<file path="src/rtl/dac_arb_pkg.sv">
// Shared definitions for the DAC request arbiter.
//   DAC_DW      : DAC frame width of the SPI driver
//   arb_state_e : arbiter FSM states
//   clog2       : index/counter width helper (never returns less than 1)
package dac_arb_pkg;

  localparam int DAC_DW = 16;

  typedef enum logic [2:0] {
    S_IDLE,
    S_START,
    S_BUSY,
    S_RESP,
    S_FAIL
  } arb_state_e;

  // Width needed to hold values 0..value-1; at least one bit so that
  // degenerate sizes still give a legal vector.
  function automatic int clog2(input int value);
    int r;
    r = 1;
    while ((1 << r) < value) begin
      r = r + 1;
    end
    return r;
  endfunction

endpackage

</file>
<file path="src/rtl/dac_req_arbiter_rr.sv">
// Combinational round-robin picker.
//   req_i   : N request lines
//   ptr_i   : index with the highest priority this round
//   grant_o : one-hot winner (all zero when no request)
//   idx_o   : binary index of the winner
//   valid_o : at least one request present
// The winner is the first set request at or above ptr_i; when none exists
// above the pointer the search wraps and the lowest set request wins.
module rr_arbiter
  import dac_arb_pkg::*;
#(
  parameter int N  = 4,
  parameter int PW = clog2(N)
) (
  input  logic [N-1:0]  req_i,
  input  logic [PW-1:0] ptr_i,
  output logic [N-1:0]  grant_o,
  output logic [PW-1:0] idx_o,
  output logic          valid_o
);

  logic [N-1:0]          upper_mask;
  logic [N-1:0]          masked_req;
  logic [N-1:0]          search_req;
  logic [PW-1:0][N-1:0]  idx_bits;

  for (genvar gi = 0; gi < N; gi++) begin : g_mask
    assign upper_mask[gi] = (PW'(gi) >= ptr_i);
  end

  assign masked_req = req_i & upper_mask;
  assign search_req = (|masked_req) ? masked_req : req_i;

  // Isolate the lowest set bit of the search vector.
  assign grant_o = search_req & (~search_req + N'(1));
  assign valid_o = |req_i;

  // One-hot to binary: bit gb of the index is set when the winner's
  // position has bit gb set.
  for (genvar gb = 0; gb < PW; gb++) begin : g_idx_bit
    for (genvar gi = 0; gi < N; gi++) begin : g_idx_term
      localparam logic [PW-1:0] GI = PW'(gi);
      assign idx_bits[gb][gi] = grant_o[gi] & GI[gb];
    end
    assign idx_o[gb] = |idx_bits[gb];
  end

endmodule

</file>
<file path="src/rtl/dac_req_arbiter.sv">
// Shares one SPI DAC driver among N_REQ requesters, round-robin.
//   clk, rst_n      : driver clock, synchronous active-low reset
//   req, wdata      : level requests and per-requester codes (i at [i*DW +: DW])
//   ack, err        : one-hot single-cycle completion / timeout pulses
//   rdata           : driver readback, updated in the ack cycle, held otherwise
//   busy            : high from grant through the ack/err cycle
//   dac_en          : start request to the driver, held until accepted
//   dac_value       : latched code of the current winner
//   dac_nsync       : driver frame sync (low = frame accepted)
//   dac_done        : driver completion pulse, dac_rdback valid with it
module dac_req_arbiter
  import dac_arb_pkg::*;
#(
  parameter int N_REQ   = 4,
  parameter int DW      = DAC_DW,
  parameter int TIMEOUT = 1024
) (
  input  logic                clk,
  input  logic                rst_n,
  input  logic [N_REQ-1:0]    req,
  input  logic [N_REQ*DW-1:0] wdata,
  output logic [N_REQ-1:0]    ack,
  output logic [N_REQ-1:0]    err,
  output logic [DW-1:0]       rdata,
  output logic                busy,
  output logic                dac_en,
  output logic [DW-1:0]       dac_value,
  input  logic                dac_nsync,
  input  logic                dac_done,
  input  logic [DW-1:0]       dac_rdback
);

  localparam int PW = clog2(N_REQ);
  localparam int TW = clog2(TIMEOUT);

  arb_state_e        state_q, state_d;
  logic [PW-1:0]     gid_q, gid_d;
  logic [PW-1:0]     ptr_q, ptr_d;
  logic [TW-1:0]     timer_q, timer_d;
  logic              dac_en_q, dac_en_d;
  logic [DW-1:0]     dac_value_q, dac_value_d;
  logic [DW-1:0]     rdata_q, rdata_d;
  logic              busy_q, busy_d;

  logic [N_REQ-1:0]  grant;
  logic [PW-1:0]     grant_idx;
  logic              grant_valid;
  logic [DW-1:0]     wdata_sel;
  logic [N_REQ-1:0]  wdata_col [DW];
  logic [N_REQ-1:0]  gid_onehot;
  logic [PW-1:0]     ptr_after;

  rr_arbiter #(.N(N_REQ), .PW(PW)) u_rr (
    .req_i   (req),
    .ptr_i   (ptr_q),
    .grant_o (grant),
    .idx_o   (grant_idx),
    .valid_o (grant_valid)
  );

  // AND-OR mux of the winner's code, one column per data bit.
  for (genvar gb = 0; gb < DW; gb++) begin : g_wsel_bit
    for (genvar gi = 0; gi < N_REQ; gi++) begin : g_wsel_req
      assign wdata_col[gb][gi] = wdata[gi*DW + gb];
    end
    assign wdata_sel[gb] = |(wdata_col[gb] & grant);
  end

  assign gid_onehot = N_REQ'(1) << gid_q;
  assign ptr_after  = (gid_q == PW'(N_REQ - 1)) ? '0 : gid_q + PW'(1);

  always_ff @(posedge clk) begin
    if (!rst_n) begin
      state_q     <= S_IDLE;
      gid_q       <= '0;
      ptr_q       <= '0;
      timer_q     <= '0;
      dac_en_q    <= 1'b0;
      dac_value_q <= '0;
      rdata_q     <= '0;
      busy_q      <= 1'b0;
    end else begin
      state_q     <= state_d;
      gid_q       <= gid_d;
      ptr_q       <= ptr_d;
      timer_q     <= timer_d;
      dac_en_q    <= dac_en_d;
      dac_value_q <= dac_value_d;
      rdata_q     <= rdata_d;
      busy_q      <= busy_d;
    end
  end

  always_comb begin
    state_d     = state_q;
    gid_d       = gid_q;
    ptr_d       = ptr_q;
    timer_d     = timer_q;
    dac_en_d    = dac_en_q;
    dac_value_d = dac_value_q;
    rdata_d     = rdata_q;
    busy_d      = busy_q;

    case (state_q)
      S_IDLE: begin
        // A stale dac_done here is deliberately ignored.
        if (grant_valid) begin
          gid_d       = grant_idx;
          dac_value_d = wdata_sel;
          busy_d      = 1'b1;
          timer_d     = '0;
          dac_en_d    = 1'b1;
          state_d     = S_START;
        end
      end
      S_START, S_BUSY: begin
        // Completion wins over everything, including a done that arrives
        // before nsync was ever seen low; the watchdog comes next.
        if (dac_done) begin
          dac_en_d = 1'b0;
          rdata_d  = dac_rdback;
          state_d  = S_RESP;
        end else if (timer_q == TW'(TIMEOUT - 1)) begin
          dac_en_d = 1'b0;
          state_d  = S_FAIL;
        end else begin
          timer_d = timer_q + TW'(1);
          // en stays high until the driver actually takes the frame, so a
          // request made during the driver's post-frame gap is not lost.
          if (state_q == S_START && !dac_nsync) begin
            dac_en_d = 1'b0;
            state_d  = S_BUSY;
          end
        end
      end
      S_RESP, S_FAIL: begin
        ptr_d   = ptr_after;
        busy_d  = 1'b0;
        state_d = S_IDLE;
      end
      default: begin
        dac_en_d = 1'b0;
        busy_d   = 1'b0;
        state_d  = S_IDLE;
      end
    endcase
  end

  assign ack       = (state_q == S_RESP) ? gid_onehot : '0;
  assign err       = (state_q == S_FAIL) ? gid_onehot : '0;
  assign rdata     = rdata_q;
  assign busy      = busy_q;
  assign dac_en    = dac_en_q;
  assign dac_value = dac_value_q;

endmodule

</file>
<file path="config.mk">
export PLATFORM = sky130hd
export DESIGN_NAME = dac_req_arbiter
export DESIGN_NICKNAME = d
export VERILOG_FILES = /design/src/rtl/dac_arb_pkg.sv /design/src/rtl/dac_req_arbiter_rr.sv /design/src/rtl/dac_req_arbiter.sv
export SDC_FILE = /design/constraint.sdc
export NUM_CORES = 1
export LEC_CHECK = 0
export CAP_MARGIN = 10
export CORE_MARGIN = 5
export CORE_UTILIZATION = 37
export CTS_CLUSTER_SIZE = 28
export DETAILED_ROUTE_END_ITERATION = 10
export PLACE_DENSITY = 0.77
export SKIP_CTS_REPAIR_TIMING = 1
export SLEW_MARGIN = 0
export SYNTH_ARGS = -nofsm -noshare
export SYNTH_HDL_FRONTEND = slang
export SYNTH_SLANG_ARGS = --single-unit
</file>
<file path="constraint.sdc">
create_clock -name clk -period 1.8 [get_ports clk]
set_clock_uncertainty 0.05 [all_clocks]
set_input_delay 0.18 -clock clk [delete_from_list [all_inputs] [get_ports clk]]
set_output_delay 0.18 -clock clk [all_outputs]
set_load 0.005 [all_outputs]
</file>
Yosys cells after proc, flatten, opt, wreduce, memory -nomap -nowiden
Index checks and enable logic that the tools add are counted.
Storage, ports and cells
  register bits after elaboration: 51
  logic and storage cells: 98
Cells by class
  add/sub/neg operators: 3
  order comparisons: 4
  equal/unequal tests: 10
  shift operators: 1
  multiplexer cells: 19
  bitwise gates (word level): 21
  reductions and logical operators: 32
Operator list (count)
  AND 4 bit: 18
  OR reduction 4 bit: 18
  two-way mux 10 bit: 3
  one-hot mux 10 bit (2 select lines): 1
  two-way mux 3 bit: 4
  two-way mux 4 bit: 3
  adder 10 x 1 -> 10 bit, second input constant: 1
  == test 10 bit, second input constant: 1
  AND reduction 2 bit: 4
  OR reduction 2 bit: 4
  == test 3 x 2 -> 1 bit, second input constant: 2
  != test 2 bit, second input constant: 3
  one-hot mux 3 bit (2 select lines): 1
  adder 4 x 1 -> 4 bit, second input constant: 1
  >= comparator 1 x 2 -> 1 bit, first input constant: 2
  >= comparator 2 bit, first input constant: 2
  two-way mux 1 bit: 4
  != test 4 bit, second input constant: 1
  inverter 4 bit: 1
  AND reduction 4 bit: 1
  << shifter 1 x 2 -> 4 bit, first input constant: 1
  == test 3 x 1 -> 1 bit, second input constant: 1
  == test 3 bit, second input constant: 1
  zero test 3 bit: 1
  other kinds (10): 11

Longest topological paths before layout
  depth after elaboration: 9
  gate-level depth with buffers: 8
  mapped depth without buffers: 6

By module
From an unflattened synthesis, not the netlist that was laid out.
Unflattened totals
  cell total of the unflattened synthesis: 312
  area total of the unflattened synthesis: 2808.9 um2
Modules (own cells, without submodules)
  dac_req_arbiter: times used 1, cells each 280, area an instance 2577.5 um2, seq. area each 1021.0 um2
  rr_arbiter: times used 1, cells each 32, area an instance 231.5 um2, seq. area each 0.0 um2

Worst setup path after synthesis
Ideal clock, no wire load.
  kind: reg2reg
  start point: reg timer_q[0]
  end point: reg timer_q[7]
  arrival: 1.764 ns
  path slack: -0.135 ns
  cell stages (with the launch flop): 7
  buffers on the path: 0
  period minus slack after synthesis: 1.935 ns
  cells stage by stage: dfxtp_1 ha_1 nand3_1 o311ai_4 a211oi_4 nand3_2 mux2_4
Between the ends
  longest elaborated chain between the ends: 4
Ends and longest elaborated chain
  start, declared: RTL line dac_req_arbiter.sv:39  | logic [TW-1:0] timer_q, timer_d;
  start signal, assigned: RTL line dac_req_arbiter.sv:86  | timer_q <= timer_d;
  adder 10 x 1 -> 10 bit: RTL line dac_req_arbiter.sv:127  | timer_d = timer_q + TW'(1);
  two-way mux 10 bit: RTL line dac_req_arbiter.sv:123  | end else if (timer_q == TW'(TIMEOUT - 1)) begin
  two-way mux 10 bit: RTL line dac_req_arbiter.sv:119  | if (dac_done) begin
  one-hot mux 10 bit (2 select lines): RTL line dac_req_arbiter.sv:104  | case (state_q)
Parallel ways exist; a longest one is shown, timed or not. The select of a mux whose other input is x is not followed.
A chain may end at the register's enable or synchronous reset.

Worst setup path in the final report
  start point: reg timer_q[0]
  end point: reg timer_q[8]
The elaborated chain is that of the path after synthesis.

==> results.txt <==
CP Cell Sequence: ha_4 > nand3_4 > o311ai_4 > buf_4 > a2111oi_4 > xnor2_1 > nor2_1
FF-to-FF Start: timer_q[0]$_SDFFE_PN0P_
Setup-failing EPs final: 0
Gr usage total: 18.56%
Leakage Power: 1.833 nW
Final core occ: 63.75%
Post-Synthesis Cell Area: 2693 um^2
Largest net degree at the start of global routing: 46
Pwr dens: 1116 nW/um^2
GR Util met2: 30.26%
RSZ-0062 raised after global routing: true
CP startpoint kind: register
WP buf/inv: 1
Most frequent cells in the layout: clkdlybuf4s50_1, dfxtp_1, nand2_1
Via density per instance: 5.136
WP data arrival: 1920 ps
Crit share post-route: 98.24%
Root Buffer: clkbuf_8
Rel. slew slack: 69.96%
F_max: 565.5 MHz
Max-cap viol count: 0
Largest stage delay, worst path: 480 ps
Width of the die: 95.31 um
Area growth syn-to-layout: 69.89%
Peak VDD IR: 0.5874 mV
Met3 Usage GRT: 5.209%
Longest Clk Path Bufs: 2
WHS Path Cells: 3
TritonCTS buffer count: 5
Crit-path leading delay family: compound AO/OA/AOI/OAI gates
Net Count, Synth: 396
Fill cell count: 570
Congestion Overflow GR: 0
Row cnt: 31
DRC viols: 0
Detail Route Antenna Nets: 0
Req. time, crit path: 1950 ps
Ant. Diodes: 0
Class of the tightest hold or removal check: input pin to register
Depth of the worst register-to-register path: 7
Met1 Use GR: 23.62%
Vias in the first global route: 2878
Drt total wl: 8680 um
Reg2reg end: timer_q[8]$_SDFFE_PN0P_
Reg clk slew, reported paths: 90 ps
Hold_sp: dac_rdback[10]
Most common cell after layout, fill and taps aside: clkdlybuf4s50_1
Hpwl dp: 6580 um
Top-Level Pins: 130
DIE AREA: 9083 um^2
Initial antenna violation count: 0
Design Area, Final: 4574 um^2
H-tree depth: 2
Total power: 5.107 mW
Final Max Slew Viols: 0
Distinct cells, synth: 50
Crit Path Max Fanout: 6
First-pass iteration count of the detailed router: 5
Placed Area: 4338 um^2
Top_reg_cell synth: dfxtp_1
Syn Inst Count: 303
Violation count after the first detailed-route iteration: 96
Clock tree sinks: 51
Synth async-reset ratio: 0%
WL/cell: 15.50 um
Minimum clock period: 1768 ps
Gr busiest metal: met2
Register area share after synthesis: 37.92%
Critical Path Slowest Stage Cell: o311ai_4
Final Hold Fails: 0
Synthesized flop and latch total: 51
Proportion of layout cells with a drive suffix above 1: 17.79%
First-pass GRT wire length: 13390 um
Clock insertion delay at the later pin of the skew report: 310 ps
# port buffers: 129
Vias: 2876
Least-Margin Pin Slew: 449.6 ps
RePlAce Congestion: 0.8463
Synthesized area per cell: 8.886 um^2
Die Y: 95.31 um
Crit Path Class: register to register
Core area: 7176 um^2
Initial core utilization: 37.52%
Status: completed
Worst reg2reg setup slack: 30 ps
Hold path endpoint: rdata[10]$_SDFFE_PN0P_
CTS tree: built
Synth Warn #: 0
Count of flip-flops with a built-in enable after synthesis: 0
Worst Setup End Kind: register
Final net count: 553
-- cells by family (layout without fill, tap and decap cells) --
group / after synthesis / after routing / share of synthesized area (%)
DFF: 51 / 51 / 37.92
and+or+nand+nor: 95 / 95 / 17.94
buffers and inverters: 27 / 185 / 5.297
muxes: 4 / 4 / 1.673
xor gates and xnor gates: 9 / 9 / 3.625
adders and majority gates: 5 / 5 / 2.323
AOI/OAI and AO/OA: 112 / 112 / 31.23
-- Yosys cell counts (2+ instances only) --
master    number  area share, %
nand3_1        2           0.37
buf_6          2           0.84
dfxtp_1       51             38
or3_1          2           0.46
clkbuf_1       7           0.98
a211oi_2       3            1.4
nor2b_1        4           0.93
buf_4          4            1.1
nor3_1         5           0.93
a211oi_1       2           0.56
a21boi_0      17            4.7
mux2i_1        3            1.1
inv_1          4           0.56
nand2_1       41            5.7
a21boi_1       3           0.84
nand4_1        2           0.46
a22oi_1       16            4.5
xnor2_1        8            2.6
and2_1         9            2.1
o221a_2        3            1.3
buf_2          9            1.7
and3_1         6            1.4
ha_1           5            2.3
a221oi_1      16            5.2
nor2_1        15            2.1
o21ai_0       21            3.9
a21oi_1       19            3.5
o21bai_1       2           0.56
-- cell type report --
class	count	area [um^2]	share of cell area (%)
sequential	51	1033	22.59
inverter	5	21.27	0.4650
tap	99	123.9	2.708
clock buffer	6	82.58	1.805
multi-input combinational	225	1598	34.93
timing repair buffer	172	1699	37.14
clock inverter	2	16.27	0.3556
-- stage by stage --
stage	setup TNS (ps)	setup WS, ps	instances	hold slack [ps]
after global routing	-114.7	-38.83	560	373.3
after detailed placement	-4727	-211.0	547	408.9
after floorplan	0	11.47	303	264.8
after global placement	-3283	-162.4	547	391.6
final	0	31.69	560	372.3
after CTS	-4046	-396.4	555	357.6
-- worst max-delay path by stage --
| stage | from | end | slack, ps | cells after the start |
|---|---|---|---|---|
| after floorplan | timer_q[0]$_SDFFE_PN0P_ | timer_q[7]$_SDFFE_PN0P_ | 10 | 6 |
| after global placement | req[2] | dac_value[1]$_SDFFE_PN0P_ | -160 | 8 |
| after detailed placement | req[0] | timer_q[0]$_SDFFE_PN0P_ | -210 | 7 |
| after CTS | state_q[0]$_SDFFE_PN0P_ | ack[3] | -400 | 4 |
| after global routing | timer_q[1]$_SDFFE_PN0P_ | timer_q[8]$_SDFFE_PN0P_ | -40 | 7 |
| final | timer_q[0]$_SDFFE_PN0P_ | timer_q[8]$_SDFFE_PN0P_ | 30 | 7 |
-- metal layers --
layer / vias up / share of wire [%]
met2: 86 / 49
met1: 1369 / 43
met3: 6 / 6.3
li1: 1415 / -
met4: 0 / 1.1
met5: - / 0
-- worst min-delay path, cell delays in order --
cell             delay (ps)
clkdlybuf4s50_1         390
nand2_1                  50
a21boi_0                 60
-- state kept, by name, indices dropped and copies added, names as in the netlist --
signal	count
rdata	16
dac_value	16
ptr_q	2
gid_q	2
state_q	3
busy	1
dac_en	1
timer_q	10
-- power breakdown --
part	switching, mW	internal, mW
Clock	0.391	0.314
Sequential	0.213	1.47
Combinational	1.23	1.49
Total	1.84	3.27
Power figures use the tool's default switching activity.
